<file path="config.mk">
export PLATFORM = sky130hd
export DESIGN_NAME = card_pile_ctrl
export DESIGN_NICKNAME = d
export VERILOG_FILES = /design/src/rtl/card_pile_ctrl.sv
export SDC_FILE = /design/constraint.sdc
export NUM_CORES = 1
export LEC_CHECK = 0
export BUFFER_PORTS_ARGS = -buffer_cell sky130_fd_sc_hd__buf_4
export CAP_MARGIN = 5
export CELL_PAD_IN_SITES_DETAIL_PLACEMENT = 1
export CELL_PAD_IN_SITES_GLOBAL_PLACEMENT = 1
export CORE_ASPECT_RATIO = 1.25
export CORE_UTILIZATION = 35
export DETAILED_ROUTE_END_ITERATION = 8
export PLACE_DENSITY = 0.58
export SLEW_MARGIN = 20
export SYNTH_ARGS = -nofsm -noshare
export SYNTH_HDL_FRONTEND = slang
export SYNTH_SLANG_ARGS = --single-unit
</file>
<file path="constraint.sdc">
create_clock -name clk -period 7.2 [get_ports clk]
set_input_delay 1.44 -clock clk [delete_from_list [all_inputs] [get_ports clk]]
set_output_delay 1.44 -clock clk [all_outputs]
set_load 0.02 [all_outputs]
</file>
<file path="src/rtl/card_pile_ctrl.sv">
// Per-player deck/hand/discard stacks with a one-command-at-a-time handshake and auto-reshuffle on empty deck.
// Optional CARD_SHUFFLE_EN: LFSR-randomised reshuffle insertion; otherwise discards return to the deck in order.
module card_pile_ctrl #(
  parameter int CARD_W     = 4,
  parameter int PILE_DEPTH = 32,
  parameter int HAND_MAX   = 8
) (
  input  logic                            clk,
  input  logic                            reset,
  input  logic                            cmd_valid,
  output logic                            cmd_ready,
  input  logic [2:0]                      cmd,
  input  logic [$clog2(HAND_MAX+1)-1:0]   cmd_arg,
  input  logic [CARD_W-1:0]               cmd_card,
  output logic [CARD_W-1:0]               card_stream,
  output logic                            broadcasting,
  output logic [$clog2(PILE_DEPTH+1)-1:0] deck_count,
  output logic [$clog2(PILE_DEPTH+1)-1:0] discard_count,
  output logic [$clog2(HAND_MAX+1)-1:0]   hand_count,
  output logic                            done,
  output logic                            err
);
  localparam int PW  = $clog2(PILE_DEPTH+1);
  localparam int HW  = $clog2(HAND_MAX+1);
  localparam int PWR = $clog2(PILE_DEPTH);
  localparam int HIW = (HAND_MAX > 1) ? $clog2(HAND_MAX) : 1;

  localparam logic [2:0] C_DRAW   = 3'd1;
  localparam logic [2:0] C_GAIN   = 3'd2;
  localparam logic [2:0] C_DISC   = 3'd3;
  localparam logic [2:0] C_STREAM = 3'd4;

  typedef enum logic [2:0] {S_IDLE, S_DRAW, S_RESHUF, S_DISC, S_STREAM} state_t;

  state_t            state_q, state_d;
  logic [PW-1:0]     deck_cnt_q, deck_cnt_d, disc_cnt_q, disc_cnt_d;
  logic [HW-1:0]     hand_cnt_q, hand_cnt_d, rem_q, rem_d, idx_q, idx_d;
  logic              done_q, done_d, err_q, err_d, bcast_q, bcast_d;
  logic [CARD_W-1:0] stream_q, stream_d;
  logic [CARD_W-1:0] deck_q [PILE_DEPTH];
  logic [CARD_W-1:0] deck_d [PILE_DEPTH];
  logic [CARD_W-1:0] disc_q [PILE_DEPTH];
  logic [CARD_W-1:0] disc_d [PILE_DEPTH];
  logic [CARD_W-1:0] hand_q [HAND_MAX];
  logic [CARD_W-1:0] hand_d [HAND_MAX];

  logic [PWR-1:0] deck_top, disc_top, ins_j;
  logic [HIW-1:0] hand_top;
  logic           hand_full, disc_full;

  assign deck_top  = PWR'(deck_cnt_q - PW'(1));
  assign disc_top  = PWR'(disc_cnt_q - PW'(1));
  assign hand_top  = HIW'(hand_cnt_q - HW'(1));
  assign hand_full = (hand_cnt_q == HW'(HAND_MAX));
  assign disc_full = (disc_cnt_q == PW'(PILE_DEPTH));

`ifdef CARD_SHUFFLE_EN
  localparam int PRW = 2 * PWR;
  logic [15:0] lfsr_q, lfsr_d;

  assign lfsr_d = {lfsr_q[14:0], lfsr_q[15] ^ lfsr_q[13] ^ lfsr_q[12] ^ lfsr_q[10]};
  // Scale a PWR-bit random value into 0..k so the incoming card lands uniformly among k+1 slots.
  assign ins_j  = PWR'((PRW'(lfsr_q[PWR-1:0]) * PRW'(deck_cnt_q + PW'(1))) >> PWR);

  always_ff @(posedge clk or negedge reset) begin
    if (!reset) lfsr_q <= 16'hACE1;
    else        lfsr_q <= lfsr_d;
  end
`else
  assign ins_j = PWR'(deck_cnt_q);
`endif

  always_comb begin
    state_d    = state_q;
    deck_cnt_d = deck_cnt_q;
    disc_cnt_d = disc_cnt_q;
    hand_cnt_d = hand_cnt_q;
    rem_d      = rem_q;
    idx_d      = idx_q;
    done_d     = 1'b0;
    err_d      = err_q;
    bcast_d    = 1'b0;
    stream_d   = '0;
    deck_d     = deck_q;
    disc_d     = disc_q;
    hand_d     = hand_q;
    case (state_q)
      S_IDLE: if (cmd_valid) begin
        err_d = 1'b0;
        case (cmd)
          C_DRAW: if (cmd_arg == '0) done_d = 1'b1;
                  else begin rem_d = cmd_arg; state_d = S_DRAW; end
          C_GAIN: begin
            done_d = 1'b1;
            if (disc_full) err_d = 1'b1;
            else begin
              disc_d[PWR'(disc_cnt_q)] = cmd_card;
              disc_cnt_d = disc_cnt_q + PW'(1);
            end
          end
          C_DISC: if (hand_cnt_q == '0) done_d = 1'b1;
                  else state_d = S_DISC;
          C_STREAM: if (hand_cnt_q == '0) done_d = 1'b1;
                    else begin
                      bcast_d  = 1'b1;
                      stream_d = hand_q[0];
                      idx_d    = HW'(1);
                      state_d  = S_STREAM;
                    end
          default: done_d = 1'b1;
        endcase
      end
      S_DRAW: begin
        if (rem_q == '0) begin
          state_d = S_IDLE; done_d = 1'b1;
        end else if (hand_full) begin
          state_d = S_IDLE; done_d = 1'b1; err_d = 1'b1;
        end else if (deck_cnt_q != '0) begin
          hand_d[HIW'(hand_cnt_q)] = deck_q[deck_top];
          hand_cnt_d = hand_cnt_q + HW'(1);
          deck_cnt_d = deck_cnt_q - PW'(1);
          rem_d      = rem_q - HW'(1);
          // Finish on the edge that moves the last card so done lands n+1 cycles after accept.
          if (rem_q == HW'(1)) begin state_d = S_IDLE; done_d = 1'b1; end
        end else if (disc_cnt_q != '0) begin
          state_d = S_RESHUF;
        end else begin
          state_d = S_IDLE; done_d = 1'b1; err_d = 1'b1;
        end
      end
      S_RESHUF: begin
        deck_d[PWR'(deck_cnt_q)] = deck_q[ins_j];
        deck_d[ins_j]            = disc_q[disc_top];
        deck_cnt_d = deck_cnt_q + PW'(1);
        disc_cnt_d = disc_cnt_q - PW'(1);
        if (disc_cnt_q == PW'(1)) state_d = S_DRAW;
      end
      S_DISC: begin
        if (disc_full) begin
          state_d = S_IDLE; done_d = 1'b1; err_d = 1'b1;
        end else begin
          disc_d[PWR'(disc_cnt_q)] = hand_q[hand_top];
          disc_cnt_d = disc_cnt_q + PW'(1);
          hand_cnt_d = hand_cnt_q - HW'(1);
          if (hand_cnt_q == HW'(1)) begin state_d = S_IDLE; done_d = 1'b1; end
        end
      end
      S_STREAM: begin
        if (idx_q == hand_cnt_q) begin
          state_d = S_IDLE; done_d = 1'b1;
        end else begin
          bcast_d  = 1'b1;
          stream_d = hand_q[HIW'(idx_q)];
          idx_d    = idx_q + HW'(1);
        end
      end
      default: state_d = S_IDLE;
    endcase
  end

  always_ff @(posedge clk or negedge reset) begin
    if (!reset) begin
      state_q    <= S_IDLE;
      deck_cnt_q <= '0;
      disc_cnt_q <= '0;
      hand_cnt_q <= '0;
      rem_q      <= '0;
      idx_q      <= '0;
      done_q     <= 1'b0;
      err_q      <= 1'b0;
      bcast_q    <= 1'b0;
      stream_q   <= '0;
    end else begin
      state_q    <= state_d;
      deck_cnt_q <= deck_cnt_d;
      disc_cnt_q <= disc_cnt_d;
      hand_cnt_q <= hand_cnt_d;
      rem_q      <= rem_d;
      idx_q      <= idx_d;
      done_q     <= done_d;
      err_q      <= err_d;
      bcast_q    <= bcast_d;
      stream_q   <= stream_d;
    end
  end

  // Pile storage is deliberately unreset; only the counts define which entries are live.
  always_ff @(posedge clk) begin
    deck_q <= deck_d;
    disc_q <= disc_d;
    hand_q <= hand_d;
  end

  assign cmd_ready     = (state_q == S_IDLE);
  assign card_stream   = stream_q;
  assign broadcasting  = bcast_q;
  assign deck_count    = deck_cnt_q;
  assign discard_count = disc_cnt_q;
  assign hand_count    = hand_cnt_q;
  assign done          = done_q;
  assign err           = err_q;

endmodule

</file>
==> results.md <==
- Clk sink count: 322
- Grt ovf: 0
- Gate Count Post-Synth: 1184
- Clock slew at reported path FFs: 0.06 ns
- WP buf/inv: 4
- # Post-CTS Setup Buffers: 0
- Ys Warns: 0
- Busiest grt layer: met2
- ANT cells: 0
- CTS root buf: clkbuf_16
- Worst skew pair latency: 0.55 ns
- GRT Total Usage: 19.31%
- Worst slew pin tran: 1.088 ns
- CP Launch Type: register
- Syn-to-layout area delta: 13.01%
- Post-Route Setup TNS: 0 ns
- F_max: 243.0 MHz
- Yosys reg bits: 322
- Number of synthesized flops with an enable pin: 288
- Commonest cells after routing, fill and taps aside: 288 x edfxtp_1, 219 x nor2_1, 139 x nor3_1
- Fin crit share: 57.16%
- Flop pwr share: 32.0%
- Die H: 238.8 um
- First-pass GRT wire length: 65.54 mm
- Routed WL per cell: 23.98 um
- Placeable Area: 44120 sq um
- Top-area cell type share of the netlist area: 55.09%
- Cts hold-fix bufs: 0
- Leakage power: 5.918 nW
- Final instance area: 17740 sq um
- Met1 Usage GRT: 22.79%
- Met3 Usage GRT: 2.598%
- Hold crit path type: reg -> reg
- Post-synth ARST share: 10.56%
- Crit-path max FO: 43
- Full die area: 45710 sq um
- Routed WL: 42.73 mm
- Initial antenna violation count: 0
- Req. time, crit path: 7.46 ns
- Post-DRT Antenna Nets: 0
- Clock Path Buffers: 3
- Switching power: 3.395 mW
- Main synth FF type: edfxtp_1
- Via Count: 9766
- Router iterations before antenna repair: 5
- Register area share after synthesis: 60.51%
- RSZ-0062 raised after global routing: false
- Maximum vdd drop: 0.2691 mV
- Worst path most repeated cell: buf_4
- Clock power frac: 24.2%
- Nets: 1211
- Sw Share: 40.86%
- Initial core utilization: 35.58%
- Min Tclk post-route: 4.116 ns
- Outcome: finished clean
- Largest net degree at the start of global routing: 44
- Vias per Instance: 5.480
- Setup crit end kind: register
- CP max-delay cell: ha_1
- HPWL after DPL: 28.78 mm
- CTS resizes: 0
- Row cnt: 86
- # IOs: 38
- Crit path kind: reg -> reg
- Htree depth: 2
- Global routing usage on met2: 35.11%
- Cell taking the most area after synthesis: edfxtp_1
- GP Congestion: 0.7880
- Worst Path Arrival: 4.38 ns
- Delay of the slowest critical-path stage: 0.83 ns
- Max_slew headroom: 26.94%
- CTS tree: done
- Die Wd: 191.4 um
- # DRC: 0
- Synth cell types: 65
- Syn Area/Cell: 13.26 sq um
- Fin. Hold Viols: 0
- Max Slew Vio Count: 0
- Power, Total: 8.308 mW
- Final setup violation count: 0
- Commonest non-fill, non-tap cell in the layout: edfxtp_1
- Synth Cell Area: 15700 sq um
- Total of max-cap violations: 0
- Post-DP Area: 16460 sq um
- IO buf count: 37
- Vias in the first global route: 10700
- Main area contributors after synthesis: edfxtp_1 55%, mux4_2 12%, dfrtp_1 5.4%
- Internal power: 4.913 mW
- Worst path top cell family by delay: buffers and inverters
- Total CTS buffers: 37
- Layout cells sized above 1: 19.92%
- Logic gate share of total power: 43.9%
- Max Clock Skew: 0.01792 ns
- CP Cell Sequence: buf_4, inv_1, ha_1, buf_4, mux4_2, mux2_2, o221ai_2, buf_4, nor3_1
- DR iter-0 viols: 565
- P per Cell Area: 468.3 nW/um^2
- Mapped Nets: 1213
==> layout make-up <==
cell class | count | area [sq um]
flip-flops and latches | 322 | 9502
clock inverters | 20 | 277.8
inverters | 13 | 48.80
repair buffers | 56 | 420.4
clock buffers | 47 | 1006
fillers | 4548 | 26380
multi-input cells | 752 | 5769
well taps | 572 | 715.7
==> registers in the layout (all words and copies together) (netlist names) <==
name           flops
deck_q           128
disc_q           128
hand_q            32
deck_count         6
discard_count      6
card_stream        4
hand_count         4
idx_q              4
rem_q              4
state_q            3
broadcasting       1
done               1
err                1
==> through the flow <==
step	util (%)	hold slack [ns]	setup WS, ns	instances
after floorplan	-	0.4646	3.964	1184
after global placement	37.28	0.5065	3.116	1715
after detailed placement	37.30	0.5197	3.062	1715
after CTS	40.21	0.5402	3.035	1782
after global routing	40.21	0.5534	2.815	1782
final	40.21	0.5273	3.084	1782
==> cell usage after synthesis (all sizes together) (3+ instances only) <==
cell type  instances
or2                3
a22oi              9
nor3             139
nand2             55
xor2               6
a211oi             7
or4b               3
a2bb2oi            3
mux4              88
ha                15
mux2i             13
or3                3
and2               5
mux2              15
nor2             219
o211ai             5
dfrtp             34
or3b               5
a31oi              3
clkbuf            33
nor2b             19
inv               13
a21oi             13
nand3             42
nor3b              4
buf               64
edfxtp           288
xnor2             16
o21ai             22
o221ai             5
o22ai              3
o21a               3
==> power groups by stage <==
stage | Clock [mW] | Combinational (mW) | Sequential [mW]
final | 2.01 | 3.64 | 2.66
after global routing | 2.12 | 3.92 | 2.68
after CTS | 2.06 | 3.70 | 2.66
after detailed placement | 0 | 3.70 | 2.69
after global placement | 0 | 3.66 | 2.68
after floorplan | 0 | 2.63 | 2.54
==> path summary, 6_finish.rpt <==
kind                       slack (ns)             end             start  cells after the start
max                              3.08     deck_q[106]  discard_count[0]                      9
max reg2reg                      3.08     deck_q[106]  discard_count[0]                      9
min                              0.53  card_stream[3]        hand_q[31]                      2
min in group asynchronous        0.85        rem_q[3]             reset                      1
max in group asynchronous        5.98   deck_count[0]             reset                      1
min reg2reg                      0.53  card_stream[3]        hand_q[31]                      2
==> cells by family after synthesis <==
logic type | after synthesis | synth area share, %
and+or+nand+nor | 512 | 14.94
DFF | 322 | 60.51
muxes | 116 | 14.60
buffers and inverters | 110 | 3.292
AOI/OAI and AO/OA | 87 | 4.233
xor gates and xnor gates | 22 | 1.227
adders and majority gates | 15 | 1.196
==> worst register-to-register path, delay by kind of cell, from the launching register on <==
kind	cells	cell delay, ns
simple gates	1	0.16
mux	2	0.67
flops	1	0.34
compound gates	1	0.18
fa+ha+maj	1	0.83
buf+inv	4	1.65
==> per-layer routing <==
layer / vias to the layer above / routed length [um]
met5: - / 0
met4: 0 / 1396
met3: 77 / 1314
met2: 184 / 22530
met1: 5037 / 17490
li1: 4468 / -
(Power assumes the default switching activity.)
